**src/rtl/pipe_ctrl_pkg.sv**
```systemverilog
// Shared constants, the stage-index type and the redirect clamp helper for
// the pipeline controller.
package common;

  localparam int NSTAGE_DEFAULT     = 5;
  localparam int HOLD_STAGE_DEFAULT = 1;
  localparam int STAGE_W            = $clog2(NSTAGE_DEFAULT);

  // Index of a pipeline stage for the default pipeline depth.
  typedef logic [STAGE_W-1:0] stage_idx_t;

  // Out-of-range redirect indices are treated as the oldest stage.
  function automatic int clamp_stage(input int idx, input int nstage);
    return (idx >= nstage) ? nstage - 1 : idx;
  endfunction

endpackage

```
**src/rtl/pipe_ctrl_if.sv**
```systemverilog
// Pipeline control bus: stage status and hazard requests in, per-stage
// valid/flush state and the global advance/retire strobes out.
interface pipe_ctrl_if
  import common::*;
#(
  parameter int NSTAGE = NSTAGE_DEFAULT
);

  localparam int SW = (NSTAGE > 1) ? $clog2(NSTAGE) : 1;

  logic [NSTAGE-1:0] stage_ready;
  logic              fetch_valid;
  logic              hold;
  logic              redirect_valid;
  logic [SW-1:0]     redirect_stage;
  logic              advance;
  logic [NSTAGE-1:0] valid;
  logic [NSTAGE-1:0] flush;
  logic              retire;

  // The pipeline datapath drives requests and observes control state.
  modport master (
    output stage_ready, fetch_valid, hold, redirect_valid, redirect_stage,
    input  advance, valid, flush, retire
  );

  // The controller consumes requests and produces control state.
  modport slave (
    input  stage_ready, fetch_valid, hold, redirect_valid, redirect_stage,
    output advance, valid, flush, retire
  );

endinterface

```
**src/rtl/sat_counter.sv**
```systemverilog
// CW-bit event counter that sticks at its maximum value instead of wrapping.
module sat_counter #(
  parameter int CW = 32
) (
  input  logic          clk,
  input  logic          rst,
  input  logic          en,
  output logic [CW-1:0] count
);

  // Count enabled events, holding at all-ones once reached.
  always_ff @(posedge clk or negedge rst) begin
    // NOTE: state registers use non-blocking assignment so every flop samples
    // pre-edge values regardless of block evaluation order.
    if (!rst) begin
      count <= '0;
    end else if (en && (count != {CW{1'b1}})) begin
      count <= count + CW'(1);
    end
  end

endmodule

```
**src/rtl/pipe_ctrl.sv**
```systemverilog
// In-order pipeline controller: tracks per-stage valid bits, applies
// load-use holds and redirects, and keeps stall/bubble/flush statistics.
module pipe_ctrl
  import common::*;
#(
  parameter int NSTAGE     = NSTAGE_DEFAULT,
  parameter int HOLD_STAGE = HOLD_STAGE_DEFAULT,
  parameter int CW         = 32
) (
  input  logic          clk,
  input  logic          rst,
  pipe_ctrl_if.slave    bus,
  output logic [CW-1:0] stall_cnt,
  output logic [CW-1:0] bubble_cnt,
  output logic [CW-1:0] flush_cnt
);

  if (NSTAGE < 2 || NSTAGE > 8) begin : g_bad_nstage
    $error("pipe_ctrl: NSTAGE must be in 2..8");
  end
  if (HOLD_STAGE < 0 || HOLD_STAGE > NSTAGE - 2) begin : g_bad_hold
    $error("pipe_ctrl: HOLD_STAGE must be in 0..NSTAGE-2");
  end

  logic [NSTAGE-1:0] valid_q;
  logic [NSTAGE-1:0] valid_d;
  logic [NSTAGE-1:0] shifted;
  int                kill_top;
  logic              do_redirect;
  logic              do_hold;

  // The pipe moves only when every stage agrees; hazards never gate this.
  assign bus.advance = &bus.stage_ready;
  assign bus.valid   = valid_q;
  assign bus.retire  = bus.advance & valid_q[NSTAGE-1];

  // Hazard requests only take effect on a cycle the pipe actually moves.
  assign do_redirect = bus.advance & bus.redirect_valid;
  assign do_hold     = bus.advance & bus.hold & ~bus.redirect_valid;

  // Highest stage killed by a redirect, clamped to the oldest stage.
  always_comb begin
    kill_top = clamp_stage(int'(bus.redirect_stage), NSTAGE);
  end

  // Kill strobes go to the stages younger than the redirecting stage.
  always_comb begin
    // NOTE: every combinational output gets a default first so no path
    // leaves it unassigned and infers a latch.
    bus.flush = '0;
    if (do_redirect) begin
      for (int i = 0; i < NSTAGE; i++) begin
        if (i < kill_top) bus.flush[i] = 1'b1;
      end
    end
  end

  // Next valid vector, priority redirect > hold > plain shift.
  always_comb begin
    shifted = {valid_q[NSTAGE-2:0], bus.fetch_valid};
    valid_d = valid_q;
    if (bus.advance) begin
      if (bus.redirect_valid) begin
        for (int i = 0; i < NSTAGE; i++) begin
          valid_d[i] = (i <= kill_top) ? 1'b0 : shifted[i];
        end
      end else if (bus.hold) begin
        for (int i = 0; i < NSTAGE; i++) begin
          if (i <= HOLD_STAGE)          valid_d[i] = valid_q[i];
          else if (i == HOLD_STAGE + 1) valid_d[i] = 1'b0;
          else                          valid_d[i] = shifted[i];
        end
      end else begin
        valid_d = shifted;
      end
    end
  end

  // Valid bits register; reset empties the pipe immediately.
  always_ff @(posedge clk or negedge rst) begin
    if (!rst) valid_q <= '0;
    else      valid_q <= valid_d;
  end

  sat_counter #(.CW(CW)) u_stall_cnt (
    .clk   (clk),
    .rst   (rst),
    .en    (~bus.advance),
    .count (stall_cnt)
  );

  sat_counter #(.CW(CW)) u_bubble_cnt (
    .clk   (clk),
    .rst   (rst),
    .en    (do_hold),
    .count (bubble_cnt)
  );

  sat_counter #(.CW(CW)) u_flush_cnt (
    .clk   (clk),
    .rst   (rst),
    .en    (do_redirect),
    .count (flush_cnt)
  );

endmodule

```
**src/flat_wrapper.sv**
```systemverilog
// flat-port wrapper written by rule: the top's interface ports become plain ports
module pipe_ctrl_flat import common::*;
#(
  parameter int NSTAGE     = NSTAGE_DEFAULT,
  parameter int HOLD_STAGE = HOLD_STAGE_DEFAULT,
  parameter int CW         = 32
)
  (clk, rst, stall_cnt, bubble_cnt, flush_cnt, bus_stage_ready, bus_fetch_valid, bus_hold, bus_redirect_valid, bus_redirect_stage, bus_advance, bus_valid, bus_flush, bus_retire);
  pipe_ctrl_if #(.NSTAGE(NSTAGE)) bus_i ();
  input  logic clk;
  input  logic rst;
  output logic [CW-1:0] stall_cnt;
  output logic [CW-1:0] bubble_cnt;
  output logic [CW-1:0] flush_cnt;
  input wire logic [$bits(bus_i.stage_ready)-1:0] bus_stage_ready;
  input wire logic [$bits(bus_i.fetch_valid)-1:0] bus_fetch_valid;
  input wire logic [$bits(bus_i.hold)-1:0] bus_hold;
  input wire logic [$bits(bus_i.redirect_valid)-1:0] bus_redirect_valid;
  input wire logic [$bits(bus_i.redirect_stage)-1:0] bus_redirect_stage;
  output wire logic [$bits(bus_i.advance)-1:0] bus_advance;
  output wire logic [$bits(bus_i.valid)-1:0] bus_valid;
  output wire logic [$bits(bus_i.flush)-1:0] bus_flush;
  output wire logic [$bits(bus_i.retire)-1:0] bus_retire;
  assign bus_i.stage_ready = bus_stage_ready;
  assign bus_i.fetch_valid = bus_fetch_valid;
  assign bus_i.hold = bus_hold;
  assign bus_i.redirect_valid = bus_redirect_valid;
  assign bus_i.redirect_stage = bus_redirect_stage;
  assign bus_advance = bus_i.advance;
  assign bus_valid = bus_i.valid;
  assign bus_flush = bus_i.flush;
  assign bus_retire = bus_i.retire;
  pipe_ctrl #(.NSTAGE(NSTAGE), .HOLD_STAGE(HOLD_STAGE), .CW(CW)) u_core (.clk(clk), .rst(rst), .bus(bus_i), .stall_cnt(stall_cnt), .bubble_cnt(bubble_cnt), .flush_cnt(flush_cnt));
endmodule
```
**config.mk**
```make
export PLATFORM = sky130hd
export DESIGN_NAME = pipe_ctrl_flat
export DESIGN_NICKNAME = d
export VERILOG_FILES = /design/src/rtl/pipe_ctrl_pkg.sv /design/src/rtl/pipe_ctrl_if.sv /design/src/rtl/sat_counter.sv /design/src/rtl/pipe_ctrl.sv /design/src/flat_wrapper.sv
export SDC_FILE = /design/constraint.sdc
export NUM_CORES = 1
export LEC_CHECK = 0
export CORE_UTILIZATION = 23
export DETAILED_ROUTE_END_ITERATION = 8
export MAX_ROUTING_LAYER = met4
export PLACE_DENSITY = 0.43
export SLEW_MARGIN = 20
export SYNTH_ARGS = -nofsm -noshare
export SYNTH_HDL_FRONTEND = slang
export SYNTH_HIERARCHICAL = 1
export SYNTH_SLANG_ARGS = --single-unit
```
**constraint.sdc**
```tcl
create_clock -name clk -period 3.6 [get_ports clk]
set_clock_uncertainty 0.1 [all_clocks]
set_input_delay 0.72 -clock clk [delete_from_list [all_inputs] [get_ports clk]]
set_output_delay 0.72 -clock clk [all_outputs]
set_load 0.01 [all_outputs]
```
==> metrics.md <==
| Metric | Value |
|---|---|
| Syn. warnings | `6` |
| Power per Cell Area | `387 nW/µm²` |
| CTS tree | `done` |
| Vias per cell | `about 4.7` |
| Most used cell, CP | `clkdlybuf4s50_1` |
| DRC | `0` |
| Leak pwr | `about 2.8 nW` |
| Ys flop type | `dfrtp_1` |
| Total Routed Length | `14.2 mm` |
| First-pass GRT wire length | `~23 mm` |
| #FFs+latches synth | `roughly 100` |
| Worst Tran Pin Value | `between 0.7 and 0.8 ns` |
| Max-cap violations | `0` |
| Cell family with most CP delay | `buffers and inverters` |
| TNS Setup | `0 ns` |
| Mean Syn Cell Area | `10.6 µm²` |
| Post-DP HPWL | `10.4 mm` |
| Critical path type | `in2out` |
| H-Tree Depth | `3` |
| Core area | `21900 µm²` |
| CP max stage delay | `approximately 0.64 ns` |
| I/O Pins | `between 100 and 150` |
| Bufs on Longest Clock Path | `2` |
| Ant diodes | `0` |
| Antenna viol nets, final | `0` |
| Crit share post-route | `0.901` |
| Peak VDD IR | `0.233 mV` |
| DR WL/cell | `15.7 µm` |
| Final Hold Fails | `0` |
| Final Net Count | `631` |
| Post-CTS Resized | `0` |
| Initial antenna violation count | `0` |
| Arrival @ worst endpoint | `roughly 2.4 ns` |
| Crit end category | `output port` |
| RSZ-0062 raised after global routing | `no` |
| Yosys top cell by area | `dfrtp_1` |
| Top cell type's share of synthesized area | `0.491` |
| Outcome | `complete, no violations` |
| Die width | `around 150 µm` |
| Gr usage total | `0.132` |
| R2R cell count | `5` |
| Initial core utilization | `0.235` |
| Post-synth EDFFs | `0` |
| Syn_nets | `502` |
| Place WS | `0.378 ns` |
| Final min period | `around 3.2 ns` |
| Synth Instances | `roughly 490` |
| Area added between synthesis and finish | `36.0%` |
| Clock transition at path regs | `about 0.070 ns` |
| Main area contributors after synthesis | `dfrtp_1, xnor2_1, nand4_1` |
| Commonest non-fill, non-tap cell in the layout | `clkdlybuf4s50_1` |
| Max-slew headroom | `0.513` |
| WP depth | `4` |
| Clock tree root buffer cell | `clkbuf_16` |
| Startpoint class of the critical path | `input port` |
| Std cell rows | `54` |
| Postcts setup bufs | `0` |
| Gpl congestion | `approximately 0.8` |
| Drt pass-1 iters | `4` |
| Commonest cells after routing, fill and taps aside | `clkdlybuf4s50_1, dfrtp_1, xnor2_1` |
| Endpoints failing setup | `0` |
| CTS Sinks | `around 100` |
| Mapped cell area | `~5000 µm²` |
| Cell variety after synth | `between 40 and 50` |
| DRT iter0 DRCs | `208` |
| CTS Hold Bufs | `0` |
| Largest net degree at the start of global routing | `54` |
| Worst-skew pair later-pin latency | `~0.35 ns` |
| Final Max Tran Viols | `0` |
| Total Die Area | `approximately 23000 µm²` |
| CP Buf/Inv Count | `3` |
| Worst Slack Setup Final | `approximately 0.36 ns` |
| Ratio of cells with drive above 1 in the final layout | `0.0935` |
| Fmax | `roughly 310 MHz` |
| CTS buffer count | `9` |
| Grt total ovfl | `0` |
| CP Cell Sequence | `clkdlybuf4s50_1 -> inv_1 -> nor3_1 -> clkdlybuf4s50_1` |
| Hold slack | `between 0.3 and 0.4 ns` |
| Vias in the first global route | `4250` |
| Type of the most critical hold path | `in2async` |
| I/O Buffers | `approximately 120` |
| Largest fanout on the critical path | `8` |
| DR vias | `approximately 4200` |
| Async set or reset register ratio after synthesis | `1.00` |
| Sequential share of the synthesized area | `0.491` |
| Crit path required time | `between 2 and 3 ns` |
| DIE HEIGHT | `approximately 150 µm` |
| Slowest stage cell on the critical path | `clkdlybuf4s50_1` |
## worst paths after layout
check,from,endpoint,slack [ns]
hold reg to reg,u_core/u_flush_cnt/count[31]$_DFFE_PN0P_,u_core/u_flush_cnt/count[31]$_DFFE_PN0P_,0.40
setup / recovery,bus_redirect_valid,bus_flush[1],0.36
setup reg to reg,u_core/u_stall_cnt/count[4]$_DFFE_PN0P_,u_core/u_stall_cnt/count[12]$_DFFE_PN0P_,1.00
hold / removal,rst,u_core/u_bubble_cnt/count[30]$_DFFE_PN0P_,0.30
min in group clk,u_core/u_flush_cnt/count[31]$_DFFE_PN0P_,u_core/u_flush_cnt/count[31]$_DFFE_PN0P_,0.40
max in group asynchronous,rst,u_core/u_flush_cnt/count[5]$_DFFE_PN0P_,2.37
## worst register-to-register path, stage by stage, from the launching register on
cell and delay (ns):
dfrtp_1 0.44, nand3_2 0.20, nor4_1 0.65, nand4_1 0.65, nand4_1 0.34, xnor2_1 0.15
## registers in the layout (all words and copies together), names as in the netlist
signal and cells:
u_core/u_stall_cnt/count 32, u_core/u_bubble_cnt/count 32, u_core/u_flush_cnt/count 32, u_core/bus.valid 5
## cells by family (layout without fill, tap and decap cells)
group                      Yosys count  in the layout  synth area share
and+or+nand+nor                    239            239             0.273
DFF                                101            101             0.491
xor gates and xnor gates            88             88             0.150
AOI/OAI and AO/OA                   32             32            0.0467
buffers and inverters               16            150            0.0177
muxes                                6              6            0.0139
adders and majority gates            3              3           0.00729
other                                1              1          0.000729
## report_power, final
part | total [W] | switching [W] | leakage (nW) | internal (W)
logic | 0.000405 | 0.000201 | 1.26 | 0.000204
registers | 0.00129 | 0.0000893 | 1.37 | 0.00120
clock network | 0.00101 | 0.000463 | 0.152 | 0.000551
## metrics by stage
step                utilization  power (W)  area, µm²  std cells
floorplan                     -    0.00148       5150        486
global placement          0.306    0.00172       6690        884
detailed placement        0.306    0.00172       6690        884
CTS                       0.320    0.00277       7000        900
global route              0.320    0.00287       7000        900
finish                    0.320    0.00271       7000        900
## cell usage after synthesis (3+ instances only)
cell	n
a21oi_1	9
nor3_2	4
mux2_2	3
and4_1	11
o21ai_0	6
inv_1	8
clkbuf_1	3
nor4_1	11
dfrtp_1	101
nand4_1	45
o211ai_1	6
nand3_1	42
nor3_1	12
nand4_2	3
nor2b_1	3
xnor2_1	67
and3_1	5
buf_6	3
ha_1	3
or4_4	5
xor2_1	21
nor2_1	33
nand2_1	44
and3_2	4
## cell type report
cell class | instances | area, µm²
multi-input combinational | 369 | 2530
inverter | 9 | 38.8
clock buffer | 9 | 225
sequential | 101 | 2530
clock inverter | 7 | 81.3
timing repair buffer | 125 | 1250
tap | 280 | 350
fill | 2283 | 14900
## per-layer routing
layer / GRT usage / part of all wire / up-vias
li1: - / - / 2019
met1: 0.171 / 0.48 / 2058
met2: 0.207 / 0.46 / 101
met3: 0.0260 / 0.048 / 15
met4: 0.0446 / 0.012 / 0
met5: - / 0 / -
Note: power is estimated with default switching activity, not from simulation.
